### src/rtl/ex_stage.sv
// ex_stage: execute stage of the 5-stage MIPS pipeline.
// Decodes ALU control, computes ALU result, zero flag, branch target and
// destination register, and registers them into the EX/MEM outputs.
// MUL runs as a WIDTH-iteration shift-add; while it runs, ID/EX is stalled
// and bubbles are written into EX/MEM.
//
// Ports:
//   clk, rst              clock, synchronous active-high reset
//   iValid, iFlush        ID/EX holds an instruction / kill current EX work
//   iRegWrite..iBranch    control bits from ID/EX
//   iAluOP, iALUSrc       ALU operation select, operand-B select
//   iRegDst               1 = rd (iInstr1511), 0 = rt (iInstr2016)
//   iAddPC, iData1, iData2, iSignExtend, iInstr2016, iInstr1511  ID/EX data
//   oStall                combinational hold request to ID/EX and earlier
//   oValid..oBranch       EX/MEM control (all 0 on a bubble)
//   oBranchAddr, oZero, oAluResult, oData2, oWriteReg  EX/MEM data
//   oState                current FSM state (0 = IDLE, 1 = MUL)
//
// Stall semantics: while oStall is 1 the upstream stages must present the
// same ID/EX contents on the next cycle; when oStall is 0 at a rising edge,
// the instruction currently presented is consumed at that edge.
module ex_stage #(
    parameter int WIDTH = 32,
    parameter int RW    = 5
) (
    input  logic             clk,
    input  logic             rst,
    input  logic             iValid,
    input  logic             iFlush,
    input  logic             iRegWrite,
    input  logic             iMemToReg,
    input  logic             iMemWrite,
    input  logic             iMemRead,
    input  logic             iBranch,
    input  logic [2:0]       iAluOP,
    input  logic             iALUSrc,
    input  logic             iRegDst,
    input  logic [WIDTH-1:0] iAddPC,
    input  logic [WIDTH-1:0] iData1,
    input  logic [WIDTH-1:0] iData2,
    input  logic [WIDTH-1:0] iSignExtend,
    input  logic [RW-1:0]    iInstr2016,
    input  logic [RW-1:0]    iInstr1511,
    output logic             oStall,
    output logic             oValid,
    output logic             oRegWrite,
    output logic             oMemToReg,
    output logic             oMemWrite,
    output logic             oMemRead,
    output logic             oBranch,
    output logic [WIDTH-1:0] oBranchAddr,
    output logic             oZero,
    output logic [WIDTH-1:0] oAluResult,
    output logic [WIDTH-1:0] oData2,
    output logic [RW-1:0]    oWriteReg,
    output logic             oState
);

    localparam int CW = $clog2(WIDTH);
    localparam logic [CW-1:0] LAST = CW'(WIDTH - 1);

    typedef enum logic {IDLE = 1'b0, MUL = 1'b1} state_t;

    state_t           state, stateNext;
    logic [CW-1:0]    cnt;
    logic [WIDTH-1:0] mA, mB, acc, accNext;

    // control/data captured when a MUL starts
    logic             mRegWrite, mMemToReg, mMemWrite, mMemRead, mBranch;
    logic [RW-1:0]    mWriteReg;
    logic [WIDTH-1:0] mData2, mBranchAddr;

    logic [WIDTH-1:0] opB, aluRes, branchAddr;
    logic [5:0]       funct;
    logic             isMul, stallRaw, ldAlu, ldMul, startMul;

    assign funct      = iSignExtend[5:0];
    assign opB        = iALUSrc ? iSignExtend : iData2;
    assign branchAddr = iAddPC + (iSignExtend << 2);
    assign isMul      = (iAluOP == 3'b010) && (funct == 6'b011000);
    assign accNext    = acc + (mB[0] ? mA : '0);
    assign oState     = state;
    // reset overrides the combinational stall so the stage reads idle
    assign oStall     = stallRaw & ~rst;

    always_comb begin
        aluRes = '0;
        case (iAluOP)
            3'b000: aluRes = iData1 + opB;
            3'b001: aluRes = iData1 - opB;
            3'b010: begin
                case (funct)
                    6'b100000: aluRes = iData1 + opB;
                    6'b100010: aluRes = iData1 - opB;
                    6'b100100: aluRes = iData1 & opB;
                    6'b100101: aluRes = iData1 | opB;
                    6'b100111: aluRes = ~(iData1 | opB);
                    6'b101010: aluRes = {{(WIDTH-1){1'b0}}, $signed(iData1) < $signed(opB)};
                    default:   aluRes = '0;
                endcase
            end
            3'b011: aluRes = iData1 & opB;
            3'b100: aluRes = iData1 | opB;
            3'b101: aluRes = {{(WIDTH-1){1'b0}}, $signed(iData1) < $signed(opB)};
            default: aluRes = iData1 + opB;
        endcase
    end

    always_comb begin
        stateNext = state;
        stallRaw  = 1'b0;
        ldAlu     = 1'b0;
        ldMul     = 1'b0;
        startMul  = 1'b0;
        case (state)
            IDLE: begin
                if (iFlush || !iValid) begin
                    stateNext = IDLE;
                end else if (isMul) begin
                    stallRaw  = 1'b1;
                    startMul  = 1'b1;
                    stateNext = MUL;
                end else begin
                    ldAlu = 1'b1;
                end
            end
            MUL: begin
                if (iFlush) begin
                    stateNext = IDLE;
                end else if (cnt == LAST) begin
                    // ID/EX advances on the same edge the product is written
                    ldMul     = 1'b1;
                    stateNext = IDLE;
                end else begin
                    stallRaw = 1'b1;
                end
            end
            default: stateNext = IDLE;
        endcase
    end

    always_ff @(posedge clk) begin
        if (rst) begin
            state       <= IDLE;
            cnt         <= '0;
            mA          <= '0;
            mB          <= '0;
            acc         <= '0;
            mRegWrite   <= 1'b0;
            mMemToReg   <= 1'b0;
            mMemWrite   <= 1'b0;
            mMemRead    <= 1'b0;
            mBranch     <= 1'b0;
            mWriteReg   <= '0;
            mData2      <= '0;
            mBranchAddr <= '0;
            oValid      <= 1'b0;
            oRegWrite   <= 1'b0;
            oMemToReg   <= 1'b0;
            oMemWrite   <= 1'b0;
            oMemRead    <= 1'b0;
            oBranch     <= 1'b0;
            oBranchAddr <= '0;
            oZero       <= 1'b0;
            oAluResult  <= '0;
            oData2      <= '0;
            oWriteReg   <= '0;
        end else begin
            state <= stateNext;

            if (startMul) begin
                mA          <= iData1;
                mB          <= opB;
                acc         <= '0;
                cnt         <= '0;
                mRegWrite   <= iRegWrite;
                mMemToReg   <= iMemToReg;
                mMemWrite   <= iMemWrite;
                mMemRead    <= iMemRead;
                mBranch     <= iBranch;
                mWriteReg   <= iInstr1511;
                mData2      <= iData2;
                mBranchAddr <= branchAddr;
            end else if (state == MUL) begin
                acc <= accNext;
                mA  <= mA << 1;
                mB  <= mB >> 1;
                cnt <= cnt + 1'b1;
            end

            if (ldAlu) begin
                oValid      <= 1'b1;
                oRegWrite   <= iRegWrite;
                oMemToReg   <= iMemToReg;
                oMemWrite   <= iMemWrite;
                oMemRead    <= iMemRead;
                oBranch     <= iBranch;
                oBranchAddr <= branchAddr;
                oZero       <= (aluRes == '0);
                oAluResult  <= aluRes;
                oData2      <= iData2;
                oWriteReg   <= iRegDst ? iInstr1511 : iInstr2016;
            end else if (ldMul) begin
                oValid      <= 1'b1;
                oRegWrite   <= mRegWrite;
                oMemToReg   <= mMemToReg;
                oMemWrite   <= mMemWrite;
                oMemRead    <= mMemRead;
                oBranch     <= mBranch;
                oBranchAddr <= mBranchAddr;
                oZero       <= (accNext == '0);
                oAluResult  <= accNext;
                oData2      <= mData2;
                oWriteReg   <= mWriteReg;
            end else begin
                // bubble: control cleared, data outputs hold
                oValid    <= 1'b0;
                oRegWrite <= 1'b0;
                oMemToReg <= 1'b0;
                oMemWrite <= 1'b0;
                oMemRead  <= 1'b0;
                oBranch   <= 1'b0;
            end
        end
    end

endmodule

### config.mk
export PLATFORM = sky130hd
export DESIGN_NAME = ex_stage
export DESIGN_NICKNAME = d
export VERILOG_FILES = /design/src/rtl/ex_stage.sv
export SDC_FILE = /design/constraint.sdc
export NUM_CORES = 1
export LEC_CHECK = 0
export CAP_MARGIN = 25
export CORE_ASPECT_RATIO = 1.1
export CORE_MARGIN = 10
export CORE_UTILIZATION = 40
export DETAILED_ROUTE_END_ITERATION = 8
export HOLD_SLACK_MARGIN = 0.03
export PLACE_DENSITY_LB_ADDON = 0.1
export RECOVER_POWER = 50
export REMOVE_ABC_BUFFERS = 1
export SLEW_MARGIN = 20
export SYNTH_ARGS = -nofsm -noshare
export SYNTH_HDL_FRONTEND = slang
export SYNTH_SLANG_ARGS = --single-unit
### constraint.sdc
create_clock -name clk -period 5.1 [get_ports clk]
set_input_delay 0.765 -clock clk [delete_from_list [all_inputs] [get_ports clk]]
set_output_delay 0.765 -clock clk [all_outputs]
set_load 0.005 [all_outputs]
==> results.md, run 1 <==
- Flops & latches, synth: 284
- DR DRC count: 0
- Synthesized area: 0.0212 sq mm
- Antenna violations before repair: 3
- Hold Vio Cnt, Final: 0
- CP Capture Type: register
- Critical Path RT: 5.57 ns
- Critical path's slowest cell: or4_4
- Most common cell after layout, fill and taps aside: a21oi_1
- Crit path max-delay family: simple AND/OR/NAND/NOR gates
- Port bufs: 261
- Total power: 6.72 mW
- Placed cell count: 3801
- Min Tclk post-route: 4.89 ns
- GRT overflow: 0
- H-tree levels: 2
- Clk sink count: 284
- Die area: 0.0626 sq mm
- Core area: 0.0524 sq mm
- CTS tree: done
- Setup crit start kind: input port
- 1st-iter DRT viols: 1583
- Vias: 22100
- Buf+Inv Stages, Crit Path: 3
- Starting Density: 0.404
- Clock-pin slew on the worst setup and hold paths: 0.06 ns
- Post-synth EDFFs: 0
- Status: complete, but fails checks
- Final setup TNS: 0 ns
- Final worst slack: 0.212 ns
- Cell Pwr Density: 250 mW/mm^2
- Slew headroom: -0.323
- Sequential cell area fraction in the yosys report: 0.268
- Final estimated routing congestion in global placement: 0.947
- Path type of the worst setup path: in -> reg
- Final WL: 83.3 mm
- Post-layout net count: 3498
- Most frequent cells in the layout: a21oi_1 (391), nor2_1 (313), nand2_1 (312)
- Pin count of the biggest net entering global routing: 96
- Postcts setup bufs: 0
- Vias/cell: 5.71
- Worst slew pin tran: 1.98 ns
- Synth Flop Type: dfxtp_1
- Row count: 88
- Worst vdd ir: 0.238 mV
- Max Cap Violations: 1
- Post-DP HPWL: 63.5 mm
- Leak pwr: 11.0 nW
- Failing checks: capacitance limit, slew limit
- Async SR Flop Fraction: 0
- All-Layer GR Usage: 0.258
- Hold_ws: 0.449 ns
- Slew Limit Fails: 77
- Hold Crit Class: reg -> reg
- Fraction of layout cells with a size suffix above 1: 0.102
- Placed cell areas: 0.0257 sq mm
- Netlist cell types: 84
- # IOs: 262
- Final setup vio count: 0
- Chip height: 261 microns
- Tcrit/Tclk final: 0.958
- Clock Tree Root: clkbuf_16
- Clock Path Buffers: 3
- Synthesis-to-layout area growth: 27.1%
- Latest clock arrival within the worst-skew pair: 0.55 ns
- Wirelength per Cell: 21.6 microns
- Arrival time worst endpoint: 5.35 ns
- Peak Freq: 205 MHz
- Crit-path max cell delay: 0.54 ns
- Crit path max fanout: 6
- Worst Skew: 0.0134 ns
- Yosys warns: 0
- Chip width: 239 microns
- Final core occ: 0.513
- Place WS: -0.351 ns
- Critical Path, Cell by Cell: buf_2 -> buf_12 -> mux2i_4 -> inv_2 -> ha_4 -> fa_2 -> a21o_1 -> a211oi_2 -> xor2_1 -> nand2_1 -> or4b_4 -> or4_4 -> or4_4 -> nor4_4 -> nand4b_1 -> nor4_2 -> nand4b_1 -> o31ai_2
- Gate Count Post-Synth: 2822
- Syn_area_per_cell: 7.50 sq um
- CTS Buf Count: 36
- Final instance area: 0.0269 sq mm
- Non-Filler Instances: 3863
- First-pass DRT Iterations: 7
- Number of global-route vias before repair: 21700
- Global-route wire length before repair: 127 mm
- Post-route ant nets: 0
[kinds of logic after synthesis]
group	count (synthesis)	share of synthesized area
DFF	284	0.268
buffers and inverters	311	0.0566
xor gates and xnor gates	133	0.0557
and+or+nand+nor	918	0.197
muxes	72	0.0340
adders and majority gates	182	0.109
AOI/OAI and AO/OA	922	0.279
[tightest hold or removal path: cells and delay by family (launching register included)]
family	cells	cell delay, ns
AOI/OAI and AO/OA	1	0.05
DFF	1	0.30
and+or+nand+nor	1	0.05
[sequential cells by signal, indices dropped and copies added (netlist names), 5 cells and up]
| signal | cells |
|---|---|
| mA | 32 |
| oBranchAddr | 32 |
| mWriteReg | 5 |
| mData2 | 32 |
| mB | 32 |
| oData2 | 32 |
| acc | 32 |
| oWriteReg | 5 |
| oAluResult | 32 |
| mBranchAddr | 32 |
| cnt | 5 |
[repair_timing]
| item | 4_1_cts | 5_1_grt |
|---|---|---|
| gates resized for setup | 0 | 29 |
| setup endpoints to repair | 0 | 1 |
| hold buffers | 0 | 0 |
[final timing paths]
kind,start,end,slack (ns),cells after the start
setup / recovery,iALUSrc,oZero$_SDFFE_PP0P_,0.21,18
hold / removal,oData2[23]$_SDFFE_PP0P_,oData2[23]$_SDFFE_PP0P_,0.45,2
setup reg to reg,oState$_SDFF_PP0_,oAluResult[6]$_SDFFE_PP0P_,0.52,8
hold reg to reg,oData2[23]$_SDFFE_PP0P_,oData2[23]$_SDFFE_PP0P_,0.45,2
[area by class of cell]
cell class	count	area (sq um)
Inverter	133	499
Timing Repair Buffer	482	4280
Multi-Input combinational cell	2227	14400
Clock inverter	5	28.8
Tap cell	675	845
Antenna cell	3	7.51
Sequential cell	284	5690
Clock buffer	54	1130
Fill cell	5214	25500
[per-layer routing]
layer,vias up,wire (microns),global-route usage
li1,10800,-,-
met4,4,3040,0.0998
met5,-,32,0
met3,129,4680,0.0403
met2,633,40700,0.446
met1,10500,34900,0.317
[synthesized netlist by cell type (23+ instances only)]
cell / count / area (sq um)
dfxtp_1: 284 / 5690
o21ai_0: 93 / 465
a21oi_1: 391 / 1960
xnor2_1: 99 / 867
and2_1: 34 / 213
a21o_1: 34 / 255
nor2b_1: 33 / 206
a22oi_1: 114 / 856
buf_1: 23 / 86.3
inv_1: 132 / 495
nor3_1: 73 / 365
mux2i_1: 72 / 721
ha_1: 178 / 2230
a221oi_1: 36 / 315
clkbuf_1: 142 / 533
nor2_1: 314 / 1180
nand2_1: 313 / 1170
xor2_1: 33 / 289
a211oi_1: 55 / 413
nand2b_1: 25 / 156
[power breakdown]
| group | switching, mW | internal, mW | total (mW) | leakage, nW |
|---|---|---|---|---|
| clock | 0.996 | 1.52 | 2.52 | 0.579 |
| sequential | 0.0275 | 2.27 | 2.30 | 2.30 |
| combinational | 1.06 | 0.850 | 1.91 | 8.17 |
Note: power is estimated with default switching activity, not from simulation.
==> inputs of run 2 (changes only) <==
Settings changed: GPL_TIMING_DRIVEN set to 0, HOLD_SLACK_MARGIN 0.03 to 0.05.
==> run 2 against run 1 <==
The run still ends with capacitance limit, slew limit left. Register-to-register slack better by 0.07 ns. Core utilization fell by 1.3 points. Clock skew rose by 0.014 ns. Global-route usage decreased by 1.7 points. Non-clock buffer count is 160 lower. Sequential cell count did not move. Routed wire length down 5.1%. Via count decreased by 2.4%. Largest cell class unchanged.
==> results.md, run 2 (synthesis results as in run 1) <==
- Crit path max fanout: 36 (+30)
- Most common cell after layout, fill and taps aside: a21oi_1
- Met1 GRT Util: 0.296 (-0.0215)
- Slew headroom: -0.0796 (+0.244)
- Clock-pin slew on the worst setup and hold paths: 0.06 ns (about the same)
- Tcrit/Tclk final: 0.975 (+0.0167)
- Chip height: 261 microns (unchanged)
- Placed cell areas: 0.0247 sq mm (-3.8%)
- Clock Tree Root: clkbuf_16
- Failing checks: capacitance limit, slew limit
- Most frequent cells in the layout: a21oi_1 (391), nand2_1 (310), nor2_1 (308)
- CTS tree: done
- Setup crit start kind: input port
- Starting Density: 0.404 (unchanged)
- Met2 Track Usage GR: 0.417 (-0.0286)
- Vias/cell: 5.81 (+1.6%)
- Post-layout net count: 3338 (-4.6%)
- Chip width: 239 microns (unchanged)
- CTS Buf Count: 36 (unchanged)
- Critical Path RT: 5.57 ns (about the same)
- Most Crowded Layer GR: met2
- Critical R2R Launch: oState$_SDFF_PP0_
- 1st-iter DRT viols: 1576 (-0.44%)
- Max Cap Violations: 1 (unchanged)
- Final setup TNS: 0 ns (unchanged)
- Peak Freq: 201 MHz (-1.7%)
- Leak pwr: 10.4 nW (-5.4%)
- Final setup vio count: 0 (unchanged)
- Path type of the worst setup path: in -> reg
- All-Layer GR Usage: 0.241 (-0.0167)
- Arrival time worst endpoint: 5.44 ns (+0.09 ns)
- Pin count of the biggest net entering global routing: 116 (+21%)
- Min Tclk post-route: 4.97 ns (+0.0852 ns)
- Final worst slack: 0.127 ns (-0.0852 ns)
- Port bufs: 261 (unchanged)
- First-pass DRT Iterations: 6 (-1)
- Wirelength per Cell: 21.3 microns (-1.1%)
- Status: complete, but fails checks
- Clk sink count: 284 (unchanged)
- Post-route ant nets: 0 (unchanged)
- CP Capture Type: register
- Latest clock arrival within the worst-skew pair: 0.56 ns (about the same)
- Worst-case reg-to-reg path depth: 14 (+6)
- Global-route wire length before repair: 119 mm (-5.8%)
- CP Launch Point: iFlush
- Core area: 0.0524 sq mm (unchanged)
- Antenna violations before repair: 6 (+3)
- Clock Path Buffers: 3 (unchanged)
- Cell Pwr Density: 256 mW/mm^2 (+2.6%)
- GRT overflow: 0 (unchanged)
- Fraction of layout cells with a size suffix above 1: 0.0610 (-0.0413)
- Place WS: -1.17 ns (-0.819 ns)
- DR DRC count: 0 (unchanged)
- # IOs: 262 (unchanged)
- Die area: 0.0626 sq mm (unchanged)
- Row count: 88 (unchanged)
- RR Endpoint: oZero$_SDFFE_PP0P_
- Final instance area: 0.0262 sq mm (-2.6%)
- Final WL: 79.1 mm (-5.1%)
- Hold Crit Class: reg -> reg
- Worst Skew: 0.0271 ns (+0.0137 ns)
- Synthesis-to-layout area growth: 23.7%
- Worst slew pin tran: 1.62 ns (-0.366 ns)
- RSZ-0062 raised after global routing: yes
- Number of global-route vias before repair: 20500 (-5.5%)
- Vias: 21500 (-2.4%)
- Slew Limit Fails: 41 (-47%)
- H-tree levels: 2 (unchanged)
- Final estimated routing congestion in global placement: 0.936 (-1.1%)
- Worst Setup EP: oZero$_SDFFE_PP0P_
- Post-DP HPWL: 60.8 mm (-4.2%)
- Worst vdd ir: 0.218 mV (-8.6%)
- Hold Vio Cnt, Final: 0 (unchanged)
- Met3 Track Usage GR: 0.0367 (-0.00357)
- Final core occ: 0.500 (-0.0134)
- R2R Setup Slk: 0.59 ns (+0.07 ns)
run 2: cell count changes in the layout (fill, tap and decap cells not counted), moves of 5 or more:
| cell | delta |
|---|---|
| clkbuf_1 | +7 |
| buf_16 | +12 |
| buf_6 | +6 |
| buf_4 | -183 |
| clkdlybuf4s50_1 | -7 |
| nor2_1 | -5 |
| mux2i_1 | -6 |
| clkbuf_8 | -7 |
run 2: power breakdown:
part           internal (mW)  total [mW]  switching, mW
combinational          0.708        1.72           1.02
clock                   1.63        2.70           1.06
sequential              2.27        2.29         0.0246
total                   4.61        6.71           2.10
run 2: worst min path at each step:
stage,startpoint,end,slack (ns),cells past startpoint
after floorplan,mWriteReg[0]$_SDFFE_PP0P_,mWriteReg[0]$_SDFFE_PP0P_,0.43,2
after global placement,mWriteReg[2]$_SDFFE_PP0P_,mWriteReg[2]$_SDFFE_PP0P_,0.44,2
after detailed placement,mData2[12]$_SDFFE_PP0P_,mData2[12]$_SDFFE_PP0P_,0.45,2
after CTS,mData2[12]$_SDFFE_PP0P_,mData2[12]$_SDFFE_PP0P_,0.45,2
after global routing,oData2[16]$_SDFFE_PP0P_,oData2[16]$_SDFFE_PP0P_,0.46,2
final,oData2[13]$_SDFFE_PP0P_,oData2[13]$_SDFFE_PP0P_,0.45,2
run 2: through the flow:
| stage | cells | total power, mW | hold WS [ns] |
|---|---|---|---|
| floorplan | 2644 | 3.31 | 0.426 |
| global placement | 3580 | 4.00 | 0.437 |
| detailed placement | 3627 | 4.02 | 0.445 |
| CTS | 3696 | 6.79 | 0.451 |
| global route | 3709 | 7.02 | 0.463 |
| finish | 3709 | 6.71 | 0.449 |
run 2: cell type report:
cell class | instances | area, sq um
fill | 5163 | 26200
antenna | 2 | 5.00
timing repair buffer | 322 | 3420
clock inverter | 15 | 195
multi-input combinational | 2227 | 14500
inverter | 133 | 499
sequential | 284 | 5690
tap | 675 | 845
clock buffer | 51 | 1040
run 2: routing by layer:
| metal | vias up | part of all wire | wire [microns] |
|---|---|---|---|
| met5 | - | 0.00047 | 37 |
| met4 | 8 | 0.039 | 3060 |
| li1 | 10500 | - | - |
| met3 | 149 | 0.054 | 4290 |
| met1 | 10300 | 0.42 | 33400 |
| met2 | 642 | 0.48 | 38300 |
run 2: critical path, cell delays in order:
cell and delay, ns:
dlygate4sd3_1 0.59, nand2b_2 0.56, nor2_1 0.33, nand2_2 0.44, nor2_2 0.48, nand2b_1 0.09
or4_1 0.53, or4_4 0.52, nor4_4 0.18, nand4b_1 0.20, nor4_2 0.35, nand4b_1 0.18
o31ai_2 0.18
run 2: timing repair:
item | in CTS | in global routing
hold buffers | 0 | 0
gates resized for setup | 19 | 30
pin swaps | 1 | 6
setup buffers | 2 | 10
setup endpoints to repair | 6 | 7
cloned | 1 | 0
